[src/rtl/disp_sched_if.sv]
// Display scheduler bus: channel inputs from the producer side, strobed
// digit outputs and a debug view of the scheduler state from the display side.
interface disp_sched_if #(
  parameter int NCH  = 2,
  parameter int NDIG = 8,
  parameter int SELW = 3
);
  logic [SELW-1:0]        sel;
  logic                   tick;
  logic [NCH*NDIG*8-1:0]  ch_data;
  logic [NCH*NDIG-1:0]    ch_en;
  logic [NCH*NDIG-1:0]    ch_flash;
  // Strobe semantics: seg_valid is active-low and one-hot-zero; a 0 in bit d
  // means seg_o holds digit d's pattern for the whole slot. All ones means no
  // digit is lit and seg_o is 8'hFF. There is no back-pressure on this bus.
  logic [NDIG-1:0]        seg_valid;
  logic [7:0]             seg_o;
  logic [SELW-1:0]        active_ch;
  logic                   frame_start;
  logic                   state_dbg;

  modport master (
    output sel, tick, ch_data, ch_en, ch_flash,
    input  seg_valid, seg_o, active_ch, frame_start, state_dbg
  );
  modport slave (
    input  sel, tick, ch_data, ch_en, ch_flash,
    output seg_valid, seg_o, active_ch, frame_start, state_dbg
  );
endinterface

[src/rtl/disp_sched.sv]
// Multiplexed 7-segment scan scheduler: frame-snapshotted channel data,
// one blank frame on every channel switch, per-digit enable and flash.
module disp_sched #(
  parameter int NCH      = 2,
  parameter int NDIG     = 8,
  parameter int SCAN_DIV = 50000,
  parameter int SELW     = 3
) (
  input logic        clk,
  input logic        rst,
  disp_sched_if.slave bus
);
  localparam int DIVW = $clog2(SCAN_DIV);
  localparam int DIGW = $clog2(NDIG);
  localparam logic [SELW:0] NCH_L = (SELW+1)'(NCH);

  typedef enum logic {BLANK = 1'b0, SCAN = 1'b1} state_t;

  state_t            state;
  logic [SELW-1:0]   sel_meta, sel_s, pending, active_ch, snap_ch;
  logic [DIVW-1:0]   div;
  logic [DIGW-1:0]   dig;
  logic              phase, frame_start;
  logic [NDIG*8-1:0] snap_data, nxt_data;
  logic [NDIG-1:0]   snap_en, snap_flash, nxt_en, nxt_flash;
  logic [NDIG-1:0]   seg_valid, strobe;
  logic [7:0]        seg_o, dig_pat;
  logic              dig_on, tc, wrap, sel_ok;

  assign tc     = (div == DIVW'(SCAN_DIV-1));
  assign wrap   = tc && (dig == DIGW'(NDIG-1));
  assign sel_ok = ({1'b0, sel_s} < NCH_L);
  // Leaving BLANK loads pending into active_ch on the same edge, so the
  // snapshot must already follow pending.
  assign snap_ch = (state == BLANK) ? pending : active_ch;
  assign strobe  = ~(NDIG'(1) << dig);

  always_comb begin
    nxt_data  = '0;
    nxt_en    = '0;
    nxt_flash = '0;
    for (int c = 0; c < NCH; c++) begin
      if (snap_ch == SELW'(c)) begin
        nxt_data  = bus.ch_data[c*NDIG*8 +: NDIG*8];
        nxt_en    = bus.ch_en[c*NDIG +: NDIG];
        nxt_flash = bus.ch_flash[c*NDIG +: NDIG];
      end
    end
  end

  always_comb begin
    dig_pat = 8'hFF;
    dig_on  = 1'b0;
    for (int d = 0; d < NDIG; d++) begin
      if (dig == DIGW'(d)) begin
        dig_pat = snap_data[d*8 +: 8];
        dig_on  = snap_en[d] && !(snap_flash[d] && phase);
      end
    end
  end

  always_ff @(posedge clk or posedge rst) begin
    if (rst) begin
      sel_meta    <= '0;
      sel_s       <= '0;
      div         <= '0;
      dig         <= '0;
      phase       <= 1'b0;
      state       <= BLANK;
      pending     <= '0;
      active_ch   <= '0;
      snap_data   <= '0;
      snap_en     <= '0;
      snap_flash  <= '0;
      seg_valid   <= '1;
      seg_o       <= 8'hFF;
      frame_start <= 1'b0;
    end else begin
      sel_meta    <= bus.sel;
      sel_s       <= sel_meta;
      frame_start <= wrap;
      if (bus.tick) phase <= ~phase;

      if (tc) begin
        div <= '0;
        dig <= wrap ? '0 : dig + 1'b1;
      end else begin
        div <= div + 1'b1;
      end

      case (state)
        BLANK: begin
          if (sel_ok) pending <= sel_s;
          if (wrap) begin
            state     <= SCAN;
            active_ch <= pending;
          end
        end
        SCAN: begin
          if (wrap && sel_ok && (sel_s != active_ch)) begin
            state   <= BLANK;
            pending <= sel_s;
          end
        end
        default: state <= BLANK;
      endcase

      if (wrap) begin
        snap_data  <= nxt_data;
        snap_en    <= nxt_en;
        snap_flash <= nxt_flash;
      end

      // div==0 is the cycle after terminal count: dig, state and snapshot
      // already describe the new slot.
      if (div == '0) begin
        if (state == SCAN && dig_on) begin
          seg_valid <= strobe;
          seg_o     <= dig_pat;
        end else begin
          seg_valid <= '1;
          seg_o     <= 8'hFF;
        end
      end
    end
  end

  assign bus.seg_valid   = seg_valid;
  assign bus.seg_o       = seg_o;
  assign bus.active_ch   = active_ch;
  assign bus.frame_start = frame_start;
  assign bus.state_dbg   = (state == SCAN);
endmodule

[src/flat_wrapper.sv]
// flat-port wrapper written by rule: the top's interface ports become plain ports
module disp_sched_flat 
#(
  parameter int NCH      = 2,
  parameter int NDIG     = 8,
  parameter int SCAN_DIV = 50000,
  parameter int SELW     = 3
)
  (clk, rst, bus_sel, bus_tick, bus_ch_data, bus_ch_en, bus_ch_flash, bus_seg_valid, bus_seg_o, bus_active_ch, bus_frame_start, bus_state_dbg);
  disp_sched_if #(.NCH(NCH), .NDIG(NDIG), .SELW(SELW)) bus_i ();
  input logic clk;
  input logic rst;
  input wire logic [$bits(bus_i.sel)-1:0] bus_sel;
  input wire logic [$bits(bus_i.tick)-1:0] bus_tick;
  input wire logic [$bits(bus_i.ch_data)-1:0] bus_ch_data;
  input wire logic [$bits(bus_i.ch_en)-1:0] bus_ch_en;
  input wire logic [$bits(bus_i.ch_flash)-1:0] bus_ch_flash;
  output wire logic [$bits(bus_i.seg_valid)-1:0] bus_seg_valid;
  output wire logic [$bits(bus_i.seg_o)-1:0] bus_seg_o;
  output wire logic [$bits(bus_i.active_ch)-1:0] bus_active_ch;
  output wire logic [$bits(bus_i.frame_start)-1:0] bus_frame_start;
  output wire logic [$bits(bus_i.state_dbg)-1:0] bus_state_dbg;
  assign bus_i.sel = bus_sel;
  assign bus_i.tick = bus_tick;
  assign bus_i.ch_data = bus_ch_data;
  assign bus_i.ch_en = bus_ch_en;
  assign bus_i.ch_flash = bus_ch_flash;
  assign bus_seg_valid = bus_i.seg_valid;
  assign bus_seg_o = bus_i.seg_o;
  assign bus_active_ch = bus_i.active_ch;
  assign bus_frame_start = bus_i.frame_start;
  assign bus_state_dbg = bus_i.state_dbg;
  disp_sched #(.NCH(NCH), .NDIG(NDIG), .SCAN_DIV(SCAN_DIV), .SELW(SELW)) u_core (.clk(clk), .rst(rst), .bus(bus_i));
endmodule
[config.mk]
export PLATFORM = sky130hd
export DESIGN_NAME = disp_sched_flat
export DESIGN_NICKNAME = d
export VERILOG_FILES = /design/src/rtl/disp_sched_if.sv /design/src/rtl/disp_sched.sv /design/src/flat_wrapper.sv
export SDC_FILE = /design/constraint.sdc
export NUM_CORES = 1
export LEC_CHECK = 0
export CELL_PAD_IN_SITES_DETAIL_PLACEMENT = 1
export CELL_PAD_IN_SITES_GLOBAL_PLACEMENT = 1
export CORE_MARGIN = 2
export CORE_UTILIZATION = 37
export DETAILED_ROUTE_END_ITERATION = 8
export GPL_TIMING_DRIVEN = 0
export PLACE_DENSITY_LB_ADDON = 0.15
export SLEW_MARGIN = 20
export SYNTH_ARGS = -nofsm -noshare
export SYNTH_HDL_FRONTEND = slang
export SYNTH_SLANG_ARGS = --single-unit
[constraint.sdc]
create_clock -name clk -period 5.3 [get_ports clk]
set_input_delay 0.795 -clock clk [delete_from_list [all_inputs] [get_ports clk]]
set_output_delay 0.795 -clock clk [all_outputs]
set_load 0.03 [all_outputs]
==> key figures <==
Status
  – Status: complete, no violations

Final layout
  – Most common cell after layout, fill and taps aside: clkdlybuf4s50_1
  – # nets final: 1070
  – Filler Cells Inserted: between 2000 and 2500
  – Most frequent cells in the layout: 186 x clkdlybuf4s50_1, 114 x dfrtp_1, 92 x nor3_1
  – Multi-input logic area: 3500 um^2
  – Inserted Diodes: 0
  – Register Area: about 3300 um^2
  – Share of layout cells above drive strength 1: 0.0858
  – Cell area after layout: 9830 um^2
  – Area delta synth->final: 40.1%

Logic synthesis
  – Area leader, netlist: dfrtp_1
  – Syn. warnings: 0
  – Distinct cells, synth: 49
  – Seq/Total Area, Yosys: 0.466
  – Synth top area share: 0.406
  – Top cells by area, synth: dfrtp_1 41%, mux2i_1 11%, a21o_1 8.6%, nor3_1 6.6%, dfstp_2 6.0%
  – Main synth FF type: dfrtp_1
  – Number of synthesized flops with an enable pin: 0
  – Synthesized flop and latch total: 130
  – Mean post-synth cell area: 10.2 um^2
  – Synthesized area: 7020 um^2
  – Cells after Synth: 689
  – Async SR Flop Fraction: 1.00
  – Post-synthesis net count: 863

Placed design
  – Gpl congestion: 0.838
  – DPL Wire Length: 17.7 mm
  – Port Buffer Count: between 150 and 200
  – DP Area: ~9200 um^2

Power
  – Static leakage: 4.36 nW
  – Max VDD drop: 205 uV
  – Cell Pwr Density: 268 nW/um^2

GRT
  – Global route overflow: 0
  – Vias in the first global route: 6566
  – Total Routing Usage GR: 0.232
  – Largest net degree at the start of global routing: 67
  – First-pass GRT wire length: 36.0 mm
  – Antenna violations before repair: 0

Clocking
  – Clk Latency, worst-skew pair: 0.42 ns
  – Clock tree buffer depth: 2
  – Postcts setup bufs: 0
  – # hold bufs at CTS: 0
  – Clock sinks: 130
  – Total CTS buffers: 17
  – CTS root buffer: clkbuf_16
  – Resize count post-CTS: 0
  – Max H-tree Level: 4
  – TritonCTS clock tree: built
  – Clock slew at reported path FFs: about 0.060 ns

STA
  – Fmax: 326 MHz
  – Relative slew slack: 0.395
  – Setup TNS: 0 ns
  – Max Slew Vio Count: 0
  – Clock skew: 0.00963 ns
  – Tightest Pin Transition: 0.900 ns
  – Final Setup Violations: 0
  – RSZ-0062 raised after global routing: no
  – Tcrit/Tclk final: 0.580
  – Hold Fails Final Rpt: 0
  – Minimum clock period: 3.07 ns

Route
  – Final ANT Viol Nets: 0
  – 1st-iter DRT viols: roughly 230
  – Average wire per standard cell: about 20 um
  – DRC viols: 0
  – DR pass1 iterations: 4
  – Via count: 6215
  – Via-per-instance ratio: ~5.4
  – Overall routed net length: 22.9 mm

Floorplanning
  – Die area: 20100 um^2
  – Cell Rows: 50
  – Die W: 142 um
  – Ports: 187
  – Core outline area: 18600 um^2
  – Effective utilization at floorplan: 0.376
  – Die Y: 142 um

Setup path
  – Crit-path cells: inv_1 > ha_1 > clkbuf_1 > clkbuf_1 > nand2_1 > o21ai_0 > o31ai_1 > o32ai_2 > a21oi_1
  – Critical path capture point type: register
  – Crit-path slowest cell: o21ai_0
  – Crit path kind: reg -> reg
  – Buffers & Inverters on Critical Path: 3
  – CP required: 5.64 ns
  – Crit path arrival time: around 3.4 ns
  – CP most frequent cell: clkbuf_1
  – Max incr delay on CP: 0.49 ns
  – Cell family with the largest share of critical-path delay: compound AO/OA/AOI/OAI gates
  – CP startpoint kind: register
  – Worst Path Max Fanout: 10

Run
  – Max Cap Viol: 0

Min path
  – Min-Delay Path Class: reg -> reg
## state kept, by name (all words and copies together) (netlist names)
name / cells
u_core.snap_data: 64
u_core.div: 16
u_core.bus.seg_o: 8
u_core.bus.seg_valid: 8
u_core.snap_en: 8
u_core.snap_flash: 8
u_core.bus.active_ch: 3
u_core.dig: 3
u_core.pending: 3
u_core.sel_meta: 3
u_core.sel_s: 3
u_core.bus.frame_start: 1
u_core.bus.state_dbg: 1
u_core.phase: 1
## layout make-up
cell class | instances | share of cell area
multi-input combinational | 494 | 0.355
clock inverter | 14 | 0.0186
inverter | 12 | 0.00534
clock buffer | 18 | 0.0436
timing repair buffer | 188 | 0.193
buffer | 53 | 0.0211
tap | 234 | 0.0298
sequential | 130 | 0.333
## cell usage after synthesis, drive strengths merged (2+ instances only)
cell type,instances
a211oi,2
a21o,80
a21oi,24
a31o,10
and2,4
and3,2
and4,3
buf,12
clkbuf,41
dfrtp,114
dfstp,16
ha,8
inv,12
mux2,5
mux2i,80
nand2,24
nand3,12
nand4,5
nor2,25
nor2b,11
nor3,92
nor3b,9
o21ai,32
o22ai,3
o311a,8
o31ai,9
o32a,3
o32ai,8
or3,5
or3b,2
or4,3
xnor2,5
xor2,9
## logic make-up after synthesis
kind of cell	count (synthesis)	synth area share
AO/OA/AOI/OAI	187	0.193
XOR/XNOR	14	0.0175
adder cells (fa/ha/maj)	8	0.0143
buffers and inverters	65	0.0360
flip-flops	130	0.466
multiplexers	85	0.122
AND/OR/NAND/NOR	200	0.151
## through the flow
step	util	total power [mW]	worst slack (ns)	hold WS [ns]	std cells
detailed placement	0.495	1.44	2.22	0.336	1111
finish	0.528	2.63	2.23	0.350	1143
global route	0.528	2.73	1.95	0.359	1143
floorplan	-	1.25	1.06	0.331	689
global placement	0.492	1.42	-0.774	0.334	1109
CTS	0.528	2.66	2.20	0.352	1143
## path summary, 6_finish.rpt
check / cells past startpoint / to / slack (ns) / from
max in group asynchronous: 3 / u_core.bus.seg_o[5]$_DFFE_PP1N_ / 3.76 / rst
min in group asynchronous: 2 / u_core.phase$_DFFE_PP0P_ / 0.80 / rst
min: 0 / u_core.sel_s[1]$_DFF_PP0_ / 0.35 / u_core.sel_meta[1]$_DFF_PP0_
max reg2reg: 9 / u_core.bus.seg_o[0]$_DFFE_PP1N_ / 2.23 / u_core.dig[1]$_DFFE_PP0N_
min reg2reg: 0 / u_core.sel_s[1]$_DFF_PP0_ / 0.35 / u_core.sel_meta[1]$_DFF_PP0_
max: 9 / u_core.bus.seg_o[0]$_DFFE_PP1N_ / 2.23 / u_core.dig[1]$_DFFE_PP0N_
## report_power, final
group | leakage [nW] | switching (mW) | internal [mW] | total (mW)
Sequential | 1.54 | 0.0219 | 1.03 | 1.05
Clock | 0.287 | 0.472 | 0.746 | 1.22
Combinational | 2.53 | 0.152 | 0.209 | 0.362
Total | 4.36 | 0.646 | 1.99 | 2.63
## metal layers
layer | up-vias | wire length (um) | GRT usage
met5 | - | 0 | 0
met4 | 0 | 344 | 0.0726
met3 | 18 | 1050 | 0.0395
met2 | 159 | 11100 | 0.384
met1 | 3080 | 10500 | 0.311
li1 | 2958 | - | -
## worst register-to-register path, delay by kind of cell, from the launching register on
kind | cells | cell delay (ns)
AND/OR/NAND/NOR | 1 | 0.33
AO/OA/AOI/OAI | 4 | 1.04
adder cells (fa/ha/maj) | 1 | 0.26
buffers and inverters | 3 | 0.97
flip-flops | 1 | 0.40
Power figures use the tool's default switching activity.
==> edit, RTL diff (config.mk and constraints unchanged) <==
Put a register stage on the output `bus.state_dbg`. The value now appears one clock later.
--- a/src/rtl/disp_sched.sv
+++ b/src/rtl/disp_sched.sv
@@ -130,5 +130,7 @@
   assign bus.active_ch   = active_ch;
   assign bus.frame_start = frame_start;
-  assign bus.state_dbg   = (state == SCAN);
+  always_ff @(posedge clk) begin
+    bus.state_dbg <= (state == SCAN);
+  end
 endmodule
 
Formal check against the unedited RTL: same outputs for any inputs over 10 cycles, from zero or initial values and one cycle with rst high; that may be too few to reach the edited logic, so the function may still have changed.
==> edit against the original RTL <==
Area after synthesis up 0.29%; non-clock buffer count is 1 lower; sequential cell count increased by 1; count of clock-buffer cells in the layout up 2; routed wire length is 1.2% lower; power up 0.80%; fmax up 1.1%; utilization shrank 0.10 points; design area increased by 0.14%; worst setup slack better by 34 ps; critical endpoint is now u_core.snap_flash[0]$_DFFE_PP0P_; largest cell class unchanged.
==> edit: results (changes against the original RTL) <==
Compound-Gate Fraction of Synth Area=19.3% (about the same); Synth Area per Inst=10.2 µm² (about the same); part of the Yosys area used for sequential elements=46.8% (was 46.6%); DP HPWL=17,500 µm (was 17,700 µm); Slew @ Worst Pin=885 ps (was 900 ps); mux cell area share after synthesis=12.2% (about the same); wire per inst=19.8 µm (was 20.1 µm); first-pass GRT wire length=36,300 µm (was 36,000 µm); Worst Skew=9.71 ps (was 9.63 ps); largest net degree at the start of global routing=76 (was 67); syn_nets=864 (was 863); met1 Use GR=30.0% (was 31.1%); drt via density=5.49 (was 5.44); Adder-Cell Fraction of Synth Area=1.42% (was 1.43%); R2R cell count=8 (was 9); asr flop ratio synth=99.2% (was 100%); Synth cell types=50 (was 49); grt met2 use=39.5% (was 38.4%); Final GP Congestion=0.902 (was 0.838); drt first-iter violations=303 (was 226); DR WL met2=10,900 µm (was 11,100 µm); Worst EP arrival=3400 ps (was 3410 ps); met3 WL post-DR=1220 µm (was 1050 µm); CP Capture Point=u_core.snap_flash[0]$_DFFE_PP0P_ (was u_core.bus.seg_o[0]$_DFFE_PP1N_); XOR/XNOR Fraction of Synth Area=1.74% (was 1.75%); maximum VDD drop=0.000237 V (was 0.000205 V); vias in the first global route=6,886 (was 6,566); TritonCTS buffer count=17 (unchanged); top cells by count, synth=dfrtp_1 (114), nor3_1 (92), a21o_1 (80), mux2i_1 (80), clkbuf_1 (41) (unchanged); Hold Path Cell Cnt=0 (unchanged); M3 GR Usage=4.39% (was 3.95%); Hold Path Origin=u_core.sel_meta[2]$_DFF_PP0_ (was u_core.sel_meta[1]$_DFF_PP0_); status=finished clean (unchanged); Min-Delay Endpoint=u_core.sel_s[2]$_DFF_PP0_ (was u_core.sel_s[1]$_DFF_PP0_); M1 WL=10,100 µm (was 10,500 µm); P_leak=4.37 nW (was 4.36 nW); r2r setup slk=2260 ps (was 2230 ps); critical register-to-register path startpoint=u_core.div[0]$_DFF_PP0_ (was u_core.dig[1]$_DFFE_PP0N_); main area contributors after synthesis=dfrtp_1 (41%), mux2i_1 (11%), a21o_1 (8.5%) (was dfrtp_1 (41%), mux2i_1 (11%), a21o_1 (8.6%))
==> edit: cell count changes after synthesis <==
cell / before / now
dfxtp_1: 0 / 1
==> edit: critical path: stages, from the launching register on <==
cell      delay [ps]
dfrtp_1          420
ha_1             260
nand3_1          200
nor3_1           320
nand3_1          480
clkbuf_1         500
clkbuf_1         360
nor3_1           310
a21o_1           120
==> edit: logic make-up after synthesis <==
group,Yosys count
AO/OA/AOI/OAI,187
XOR/XNOR,14
buffers and inverters,65
adder cells (fa/ha/maj),8
flip-flops,131
AND/OR/NAND/NOR,200
multiplexers,85
==> edit: through the flow <==
step / total power, W / utilization (%) / setup TNS (ps) / setup WS (ps) / hold slack, ps
6_report: 0.00265 / 52.6 / 0 / 2260 / 352
2_1_floorplan: 0.00126 / - / 0 / 1060 / 331
3_3_place_gp: 0.00143 / 49.1 / -73370 / -653 / 335
3_5_place_dp: 0.00145 / 49.3 / 0 / 2300 / 337
4_1_cts: 0.00268 / 52.6 / 0 / 2220 / 350
5_1_grt: 0.00276 / 52.6 / 0 / 2030 / 368
==> edit: cell type report <==
cell class	instances	area (µm²)
clock inverters	12	153
repair buffers	187	1890
plain buffers	53	208
fillers	2044	8860
well taps	234	293
inverters	12	50.0
multi-input cells	494	3500
clock buffers	20	467
flip-flops and latches	131	3290
==> edit: where the power goes <==
group | total, W | switching (W) | leakage [nW] | internal (W)
combinational | 0.000362 | 0.000152 | 2.52 | 0.000209
sequential | 0.00106 | 0.0000243 | 1.55 | 0.00104
clock | 0.00123 | 0.000452 | 0.295 | 0.000777
